==> src/rtl/shift_sub_div_sign_pkg.sv <==
// Shared definitions for the sequential divide/multiply controllers:
// FSM encoding and the operand/counter width check.
package shift_sub_div_sign_pkg;

  typedef enum logic [1:0] {
    IDLE = 2'd0,
    CALC = 2'd1,
    SIGN = 2'd2,
    DONE = 2'd3
  } div_state_e;

  // Divisor may not be wider than the dividend, and the counter must reach N.
  function automatic bit div_widths_ok(int n, int m, int logn);
    return (m <= n) && ((1 << logn) > n);
  endfunction

endpackage

==> src/rtl/shift_sub_div_sign_if.sv <==
// Start/done/available handshake plus operand and result buses of the divider.
interface shift_sub_div_sign_if #(
  parameter int N = 8,
  parameter int M = 4
);
  logic                start;
  logic signed [N-1:0] A;
  logic signed [M-1:0] B;
  logic signed [N-1:0] Q;
  logic signed [M-1:0] R;
  logic                DIV_done;
  logic                DIV_aval;
  logic                DOUT_aval;
  logic                DIV_err;

  modport master (
    output start, A, B,
    input  Q, R, DIV_done, DIV_aval, DOUT_aval, DIV_err
  );

  modport slave (
    input  start, A, B,
    output Q, R, DIV_done, DIV_aval, DOUT_aval, DIV_err
  );
endinterface

==> src/rtl/shift_sub_div_sign_div_abs.sv <==
// Combinational conditional two's-complement negate; yields the magnitude of a
// signed value when neg is its sign bit, or applies a sign to a magnitude.
module div_abs #(
  parameter int W = 8
) (
  input  logic [W-1:0] a,
  input  logic         neg,
  output logic [W-1:0] y
);
  assign y = neg ? (~a + W'(1)) : a;
endmodule

==> src/rtl/shift_sub_div_sign.sv <==
// Signed restoring divider, one quotient bit per clock on operand magnitudes,
// sign applied in a final step; Q/R truncate toward zero like Verilog / and %.
module shift_sub_div_sign
  import shift_sub_div_sign_pkg::*;
#(
  parameter int N    = 8,
  parameter int M    = 4,
  parameter int logN = 4
) (
  input logic            clk,
  input logic            rst,
  shift_sub_div_sign_if.slave io
);

  if (!div_widths_ok(N, M, logN)) begin : g_bad_width
    $error("shift_sub_div_sign: need M <= N and 2**logN > N");
  end

  div_state_e      state_q, state_d;
  logic [logN-1:0] cnt_q;
  logic            sa_q, sb_q;
  logic [M-1:0]    absb_q;
  logic [M-1:0]    p_q;
  logic [N-1:0]    d_q;

  logic [N-1:0]    abs_a, q_sgn;
  logic [M-1:0]    abs_b, r_sgn;
  logic [M:0]      p_sh;
  logic            take, accept, last_step;

  div_abs #(.W(N)) u_abs_a (.a(io.A),   .neg(io.A[N-1]),   .y(abs_a));
  div_abs #(.W(M)) u_abs_b (.a(io.B),   .neg(io.B[M-1]),   .y(abs_b));
  div_abs #(.W(N)) u_sgn_q (.a(d_q),    .neg(sa_q ^ sb_q), .y(q_sgn));
  div_abs #(.W(M)) u_sgn_r (.a(p_q),    .neg(sa_q),        .y(r_sgn));

  // Partial remainder never exceeds |B|-1, so M stored bits suffice; the
  // shifted trial value needs one extra bit.
  assign p_sh      = {p_q, d_q[N-1]};
  assign take      = (p_sh >= {1'b0, absb_q});
  assign accept    = (state_q == IDLE) && io.start;
  assign last_step = (cnt_q == logN'(N - 1));

  assign io.DIV_aval = (state_q == IDLE);
  assign io.DIV_done = (state_q == DONE);

  always_comb begin
    state_d = state_q;
    case (state_q)
      IDLE:    if (io.start) state_d = CALC;
      CALC:    if (last_step) state_d = SIGN;
      SIGN:    state_d = DONE;
      DONE:    if (!io.start) state_d = IDLE;
      default: state_d = IDLE;
    endcase
  end

  always_ff @(posedge clk or negedge rst) begin
    if (!rst) begin
      state_q      <= IDLE;
      cnt_q        <= '0;
      io.Q         <= '0;
      io.R         <= '0;
      io.DOUT_aval <= 1'b0;
      io.DIV_err   <= 1'b0;
    end else begin
      state_q <= state_d;
      case (state_q)
        IDLE: if (io.start) begin
          cnt_q        <= '0;
          io.DOUT_aval <= 1'b0;
        end
        CALC: cnt_q <= cnt_q + logN'(1);
        SIGN: begin
          io.DOUT_aval <= 1'b1;
          if (absb_q == '0) begin
            io.Q       <= '1;
            io.R       <= '0;
            io.DIV_err <= 1'b1;
          end else begin
            io.Q       <= q_sgn;
            io.R       <= r_sgn;
            io.DIV_err <= 1'b0;
          end
        end
        default: ;
      endcase
    end
  end

  // Datapath: load magnitudes on accept, then one shift/trial-subtract per CALC clock.
  always_ff @(posedge clk) begin
    if (accept) begin
      sa_q   <= io.A[N-1];
      sb_q   <= io.B[M-1];
      absb_q <= abs_b;
      p_q    <= '0;
      d_q    <= abs_a;
    end else if (state_q == CALC) begin
      p_q <= take ? M'(p_sh - {1'b0, absb_q}) : p_sh[M-1:0];
      d_q <= {d_q[N-2:0], take};
    end
  end

endmodule

==> src/flat_wrapper.sv <==
// flat-port wrapper written by rule: the top's interface ports become plain ports
module shift_sub_div_sign_flat import shift_sub_div_sign_pkg::*;
#(
  parameter int N    = 8,
  parameter int M    = 4,
  parameter int logN = 4
)
  (clk, rst, io_start, io_A, io_B, io_Q, io_R, io_DIV_done, io_DIV_aval, io_DOUT_aval, io_DIV_err);
  shift_sub_div_sign_if #(.N(N), .M(M)) io_i ();
  input logic clk;
  input logic rst;
  input wire logic [$bits(io_i.start)-1:0] io_start;
  input wire logic [$bits(io_i.A)-1:0] io_A;
  input wire logic [$bits(io_i.B)-1:0] io_B;
  output wire logic [$bits(io_i.Q)-1:0] io_Q;
  output wire logic [$bits(io_i.R)-1:0] io_R;
  output wire logic [$bits(io_i.DIV_done)-1:0] io_DIV_done;
  output wire logic [$bits(io_i.DIV_aval)-1:0] io_DIV_aval;
  output wire logic [$bits(io_i.DOUT_aval)-1:0] io_DOUT_aval;
  output wire logic [$bits(io_i.DIV_err)-1:0] io_DIV_err;
  assign io_i.start = io_start;
  assign io_i.A = io_A;
  assign io_i.B = io_B;
  assign io_Q = io_i.Q;
  assign io_R = io_i.R;
  assign io_DIV_done = io_i.DIV_done;
  assign io_DIV_aval = io_i.DIV_aval;
  assign io_DOUT_aval = io_i.DOUT_aval;
  assign io_DIV_err = io_i.DIV_err;
  shift_sub_div_sign #(.N(N), .M(M), .logN(logN)) u_core (.clk(clk), .rst(rst), .io(io_i));
endmodule
==> config.mk <==
export PLATFORM = sky130hd
export DESIGN_NAME = shift_sub_div_sign_flat
export DESIGN_NICKNAME = d
export VERILOG_FILES = /design/src/rtl/shift_sub_div_sign_pkg.sv /design/src/rtl/shift_sub_div_sign_if.sv /design/src/rtl/shift_sub_div_sign_div_abs.sv /design/src/rtl/shift_sub_div_sign.sv /design/src/flat_wrapper.sv
export SDC_FILE = /design/constraint.sdc
export NUM_CORES = 1
export LEC_CHECK = 0
export CORE_MARGIN = 5
export CORE_UTILIZATION = 59
export CTS_CLUSTER_SIZE = 10
export DETAILED_ROUTE_END_ITERATION = 10
export PLACE_DENSITY_LB_ADDON = 0.25
export SETUP_SLACK_MARGIN = 0.5
export SLEW_MARGIN = 30
export SYNTH_ARGS = -nofsm -noshare
export SYNTH_HDL_FRONTEND = slang
export SYNTH_HIERARCHICAL = 1
export SYNTH_SLANG_ARGS = --single-unit
==> constraint.sdc <==
create_clock -name clk -period 5.1 [get_ports clk]
set_clock_uncertainty 0.2 [all_clocks]
set_input_delay 0.765 -clock clk [delete_from_list [all_inputs] [get_ports clk]]
set_output_delay 0.765 -clock clk [all_outputs]
set_load 0.05 [all_outputs]
## After elaboration in Yosys (flattened, before gate mapping)

Index checks and enable logic that the tools add are counted.

| word-level totals | value |
|---|---|
| output and inout bits | 16 |
| logic and storage cells | 58 |
| register bits | 38 |

| operators by class | value |
|---|---|
| $lt $le $gt $ge | 1 |
| bitwise logic cells | 5 |
| multiplexer cells | 18 |
| reductions and logical operators | 9 |
| add/sub/neg operators | 6 |
| eq/ne operators | 7 |

Operators by type and width:

| cell | number |
|---|---|
| 8-bit 2-to-1 mux | 5 |
| 8-bit by 1-bit adder with 8-bit output, second input constant | 2 |
| 4-bit 2-to-1 mux | 4 |
| 8-bit inverter | 2 |
| 4-bit by 1-bit adder with 4-bit output, second input constant | 3 |
| 4-bit inverter | 2 |
| 2-bit case mux with 4 select lines | 1 |
| 4-bit case mux with 2 select lines | 1 |
| 2-bit 2-to-1 mux | 3 |
| 2-bit nonzero test | 3 |
| 5-bit by 4-bit greater-or-equal comparator with 1-bit output | 1 |
| 2-bit == test, second input constant | 2 |
| 4-bit by 3-bit == test with 1-bit output, second input constant | 1 |
| 4-bit logical NOT | 1 |
| 2-bit != test, second input constant | 2 |
| 2-bit AND reduction | 2 |
| 4-bit subtractor | 1 |
| 3-bit 2-to-1 mux | 1 |
| 3-bit AND reduction | 1 |
| 2-bit by 1-bit == test with 1-bit output, second input constant | 1 |
| 2-bit logical NOT | 1 |
| 1-bit 2-to-1 mux | 2 |
| 2-bit by 1-bit != test with 1-bit output, second input constant | 1 |
| 1-bit case mux with 2 select lines | 1 |
| other kinds (2) | 2 |

## Depth between registers and ports, before layout

| depth | value |
|---|---|
| word-level depth | 4 |
| mapped depth | 6 |
| mapped depth without buffers | 6 |

## Modules after synthesis

The synthesis kept the hierarchy.

Modules (own cells, without submodules):

| module | instances | area an instance (um^2) | seq. area each (um^2) | cells each |
|---|---|---|---|---|
| shift_sub_div_sign | 1 | 1804.2 | 1001.0 | 148 |
| div_abs (u_core.u_abs_a ...) | 2 | 171.4 | 0.0 | 21 |
| div_abs (u_core.u_abs_b ...) | 2 | 72.6 | 0.0 | 10 |

## Least setup slack after synthesis

No wires, ideal clock.

| path | value |
|---|---|
| kind | reg-to-reg |
| start point | reg u_core.state_q[0] |
| end point | reg u_core.d_q[1] (data pin) |
| cell stages (with the launch flop) | 6 |
| setup slack | 2.693 ns |
| required time | 4.638 ns |
| data arrival time | 1.945 ns |
| period minus slack after synthesis | 2.407 ns |
| buffers on the path | 0 |
| cell sequence | dfrtp_1 > inv_1 > ha_1 > nand2_1 > inv_2 > mux2_1 |

| on the way | value |
|---|---|
| word-level cells in the longest chain between the ends | 3 |

RTL lines:

| item | RTL line | RTL |
|---|---|---|
| start: declaration | shift_sub_div_sign.sv:19 | `div_state_e state_q, state_d;` |
| start signal: assignment | shift_sub_div_sign.sv:66 | `state_q <= state_d;` |
| 2-bit logical NOT | -- |  |
| named net io_DIV_aval | flat_wrapper.sv:18 | `output wire logic [$bits(io_i.DIV_aval)-1:0] io_DIV_aval;` |
| 1-bit logical AND | shift_sub_div_sign.sv:40 | `assign accept = (state_q == IDLE) && io.start;` |
| named net u_core.accept | shift_sub_div_sign.sv:29 | `logic take, accept, last_step;` |
| 8-bit 2-to-1 mux | shift_sub_div_sign.sv:92 | `if (accept) begin` |
| end signal: assignment | shift_sub_div_sign.sv:97 | `d_q <= abs_a;` |
| end signal: assignment | shift_sub_div_sign.sv:100 | `d_q <= {d_q[N-2:0], take};` |
| end: declaration | shift_sub_div_sign.sv:24 | `logic [N-1:0] d_q;` |

The timed path passes the listed nets, and every way through them passes these cells.
A chain may end at the register's enable or synchronous reset.

## Final worst setup path

| path | value |
|---|---|
| start point | reg u_core.state_q[0] |
| end point | out io_DIV_aval |

| on the way | value |
|---|---|
| word-level cells in the longest chain between the ends | 1 |

RTL lines:

| item | RTL line | RTL |
|---|---|---|
| 2-bit logical NOT | shift_sub_div_sign.sv:43 | `assign io.DIV_aval = (state_q == IDLE);` |
| end: declaration | flat_wrapper.sv:18 |  |

No other way between the ends.

==> reports/results.ini <==
[status]
outcome=finished, final reports clean

[floorplanning]
fp.dieArea_mm2=0.00523
row_count=22
die_w_um=72.3
initial_core_util=0.617
fp.dieH_um=72.3
core_area_mm2=0.00372
io_pins=31

[global_route]
gr-total-overflow=0
grt_usage=0.180
first_global_vias=1615
grt_pass1_wl_um=7290
antenna_found_initial=0
grt_max_degree=21

[clocking]
clockRootBuffer=clkbuf_8
cts_sinks=38
clockBufferDepth=2
clk-insertion-delay-late_ps=290
numCtsBuffers=5
htree_levels=2
post_cts_buffers=0
ctsResizeCount=0
cts_tree=done
path_clk_slew_ps=70
postCtsHoldBufs=0

[timing]
final.setup.tns_ps=0
finalSetupViolations=0
hold_slack_ps=213
finalHoldViolCount=0
rsz0062_at_grt=no
layout_setup_ws_ps=2180
maxSlewViolCount=0
post-route-min-period_ps=2920
period_share=0.573
worst_pin_slew_ps=791
clock.fmax_mhz=342
relSlewSlack=0.471

[drt]
dr.pass1.iters=4
ant_nets=0
wirelength_met1_um=1900
route.met2.wl_um=2130
viasPerCell=5.70
vias=1641
routed_wl_um=4310
drc=0
routed.top_layer=met4
dr_wl_met3_um=218
wl_per_cell_um=14.9
drt_iter0_markers=104

[setup_path]
r2r-start=u_core/state_q[0]
ff2ff_setup_slack_ps=2910
worst-path-max-fanout=8
cp-start-kind=flop
rr_worst_depth=5
required_ps=4140
cp.arrival_ps=1960
cp-end-kind=primary output
worstReg2RegEnd=u_core/d_q[1]
path_class=flop to primary output
startpoint=u_core/state_q[0]
crit_path_end=io_DIV_aval

[cells_and_area]
antennaDiodeCount=0
syn2layout_area_growth_pct=18.0
fin_cells=288
num-fill-cells=271
fin_nets=268
fin_area_mm2=0.00270
drive_above_1_share=0.0917
final-seq-area_mm2=0.00100
multi_input_area_mm2=0.00114
final_core_util=0.728

[place]
place_congestion=0.874
dp_cells=280
placed_area_mm2=0.00260
dp_hpwl_um=3300
pre_cts_ws_ps=2320
port_buffers=30

[power]
power.leakage_nw=1.10
power.density_mw_per_mm2=690
p_total_mw=1.87
ir_drop_v=0.000304

[synthesis]
syn_area_per_cell_um2=10.9
synth_edf_count=14
synth_cell_type_count=46
yosys-top-cells-count=inv_1, dfrtp_1, xnor2_1
synth_warnings=6
syn_area_mm2=0.00229
synth_top_area_share=0.218
synth.largest_area_cell=dfrtp_1
ys.flop_type=dfrtp_1
ys_seq_elements=38
seq_area_frac_synth=0.437
ys_async_sr_fraction=0.526
synth_nets=239
synth_most_common_cell=inv_1
synthCells=210
yosys-top-cells-area=dfrtp_1, edfxtp_1, ha_1, xnor2_1, inv_1

[worst_hold_path]
min_path_type=input port to async pin

[run]
maxCapViolCount=0

## per-layer routing
layer / vias to the layer above / global-route usage
met3: 7 / 0.0526
met5: - / 0
met2: 37 / 0.303
met1: 792 / 0.224
li1: 805 / -
met4: 0 / 0.0501
## sequential cells by signal (all words and copies together), names as in the netlist
register,flops
u_core/cnt_q,4
u_core/sb_q,1
u_core/io.DIV_err,1
u_core/d_q,8
u_core/io.Q,8
u_core/p_q,4
u_core/state_q,2
u_core/sa_q,1
u_core/io.DOUT_aval,1
u_core/io.R,4
u_core/absb_q,4
## cell usage in the layout (no fill, tap or decap), types with 2 or more instances in the layout
cell             instances
a21o_1                   2
a22o_1                   2
a31oi_1                  3
and3_1                   2
clkbuf_1                 2
clkbuf_8                 5
clkdlybuf4s50_1         29
dfrtp_1                 20
dfxtp_1                  4
edfxtp_1                14
ha_1                    13
inv_1                   25
mux2_1                   8
nand2_1                 10
nand2b_1                 8
nand3_1                  4
nand3b_1                 3
nand4_1                  2
nor2_1                   7
nor2b_1                  2
o21ai_0                  9
o21ai_1                  6
o22a_1                   8
o22ai_1                  5
o31ai_2                  4
o31ai_4                  2
or3_4                    4
xnor2_1                 17
## power by group
group / internal [mW] / switching, mW
Combinational: 0.419 / 0.599
Sequential: 0.477 / 0.127
Clock: 0.146 / 0.0989
Total: 1.04 / 0.825
## worst max-delay path: stages, from the launching register on
cell and delay, ps:
dfrtp_1 420, inv_1 90, ha_1 300, clkdlybuf4s50_1 850
## layout make-up
class,count,area share
Clock buffer,7,0.0282
Clock inverter,1,0.0111
Timing Repair Buffer,30,0.109
Multi-Input combinational cell,138,0.423
Tap cell,48,0.0222
Sequential cell,38,0.370
Inverter,26,0.0361
## logic make-up after synthesis
logic type               after synthesis  share of synthesized area
AO/OA/AOI/OAI                         51                      0.190
AND/OR/NAND/NOR                       45                      0.112
flip-flops                            38                      0.437
buffers and inverters                 34                     0.0644
XOR/XNOR                              18                     0.0688
adder cells (fa/ha/maj)               14                     0.0797
multiplexers                          10                     0.0486
## how the worst min path moves through the flow
stage,start,to,slack (ps),cells past startpoint
finish,rst,u_core/cnt_q[3],210,1
global route,rst,u_core/cnt_q[3],240,1
CTS,u_core/io.DIV_err,u_core/io.DIV_err,290,1
detailed placement,u_core/io.DIV_err,u_core/io.DIV_err,270,1
global placement,u_core/io.DIV_err,u_core/io.DIV_err,260,1
floorplan,u_core/cnt_q[0],u_core/cnt_q[0],260,1
Power figures use the tool's default switching activity.
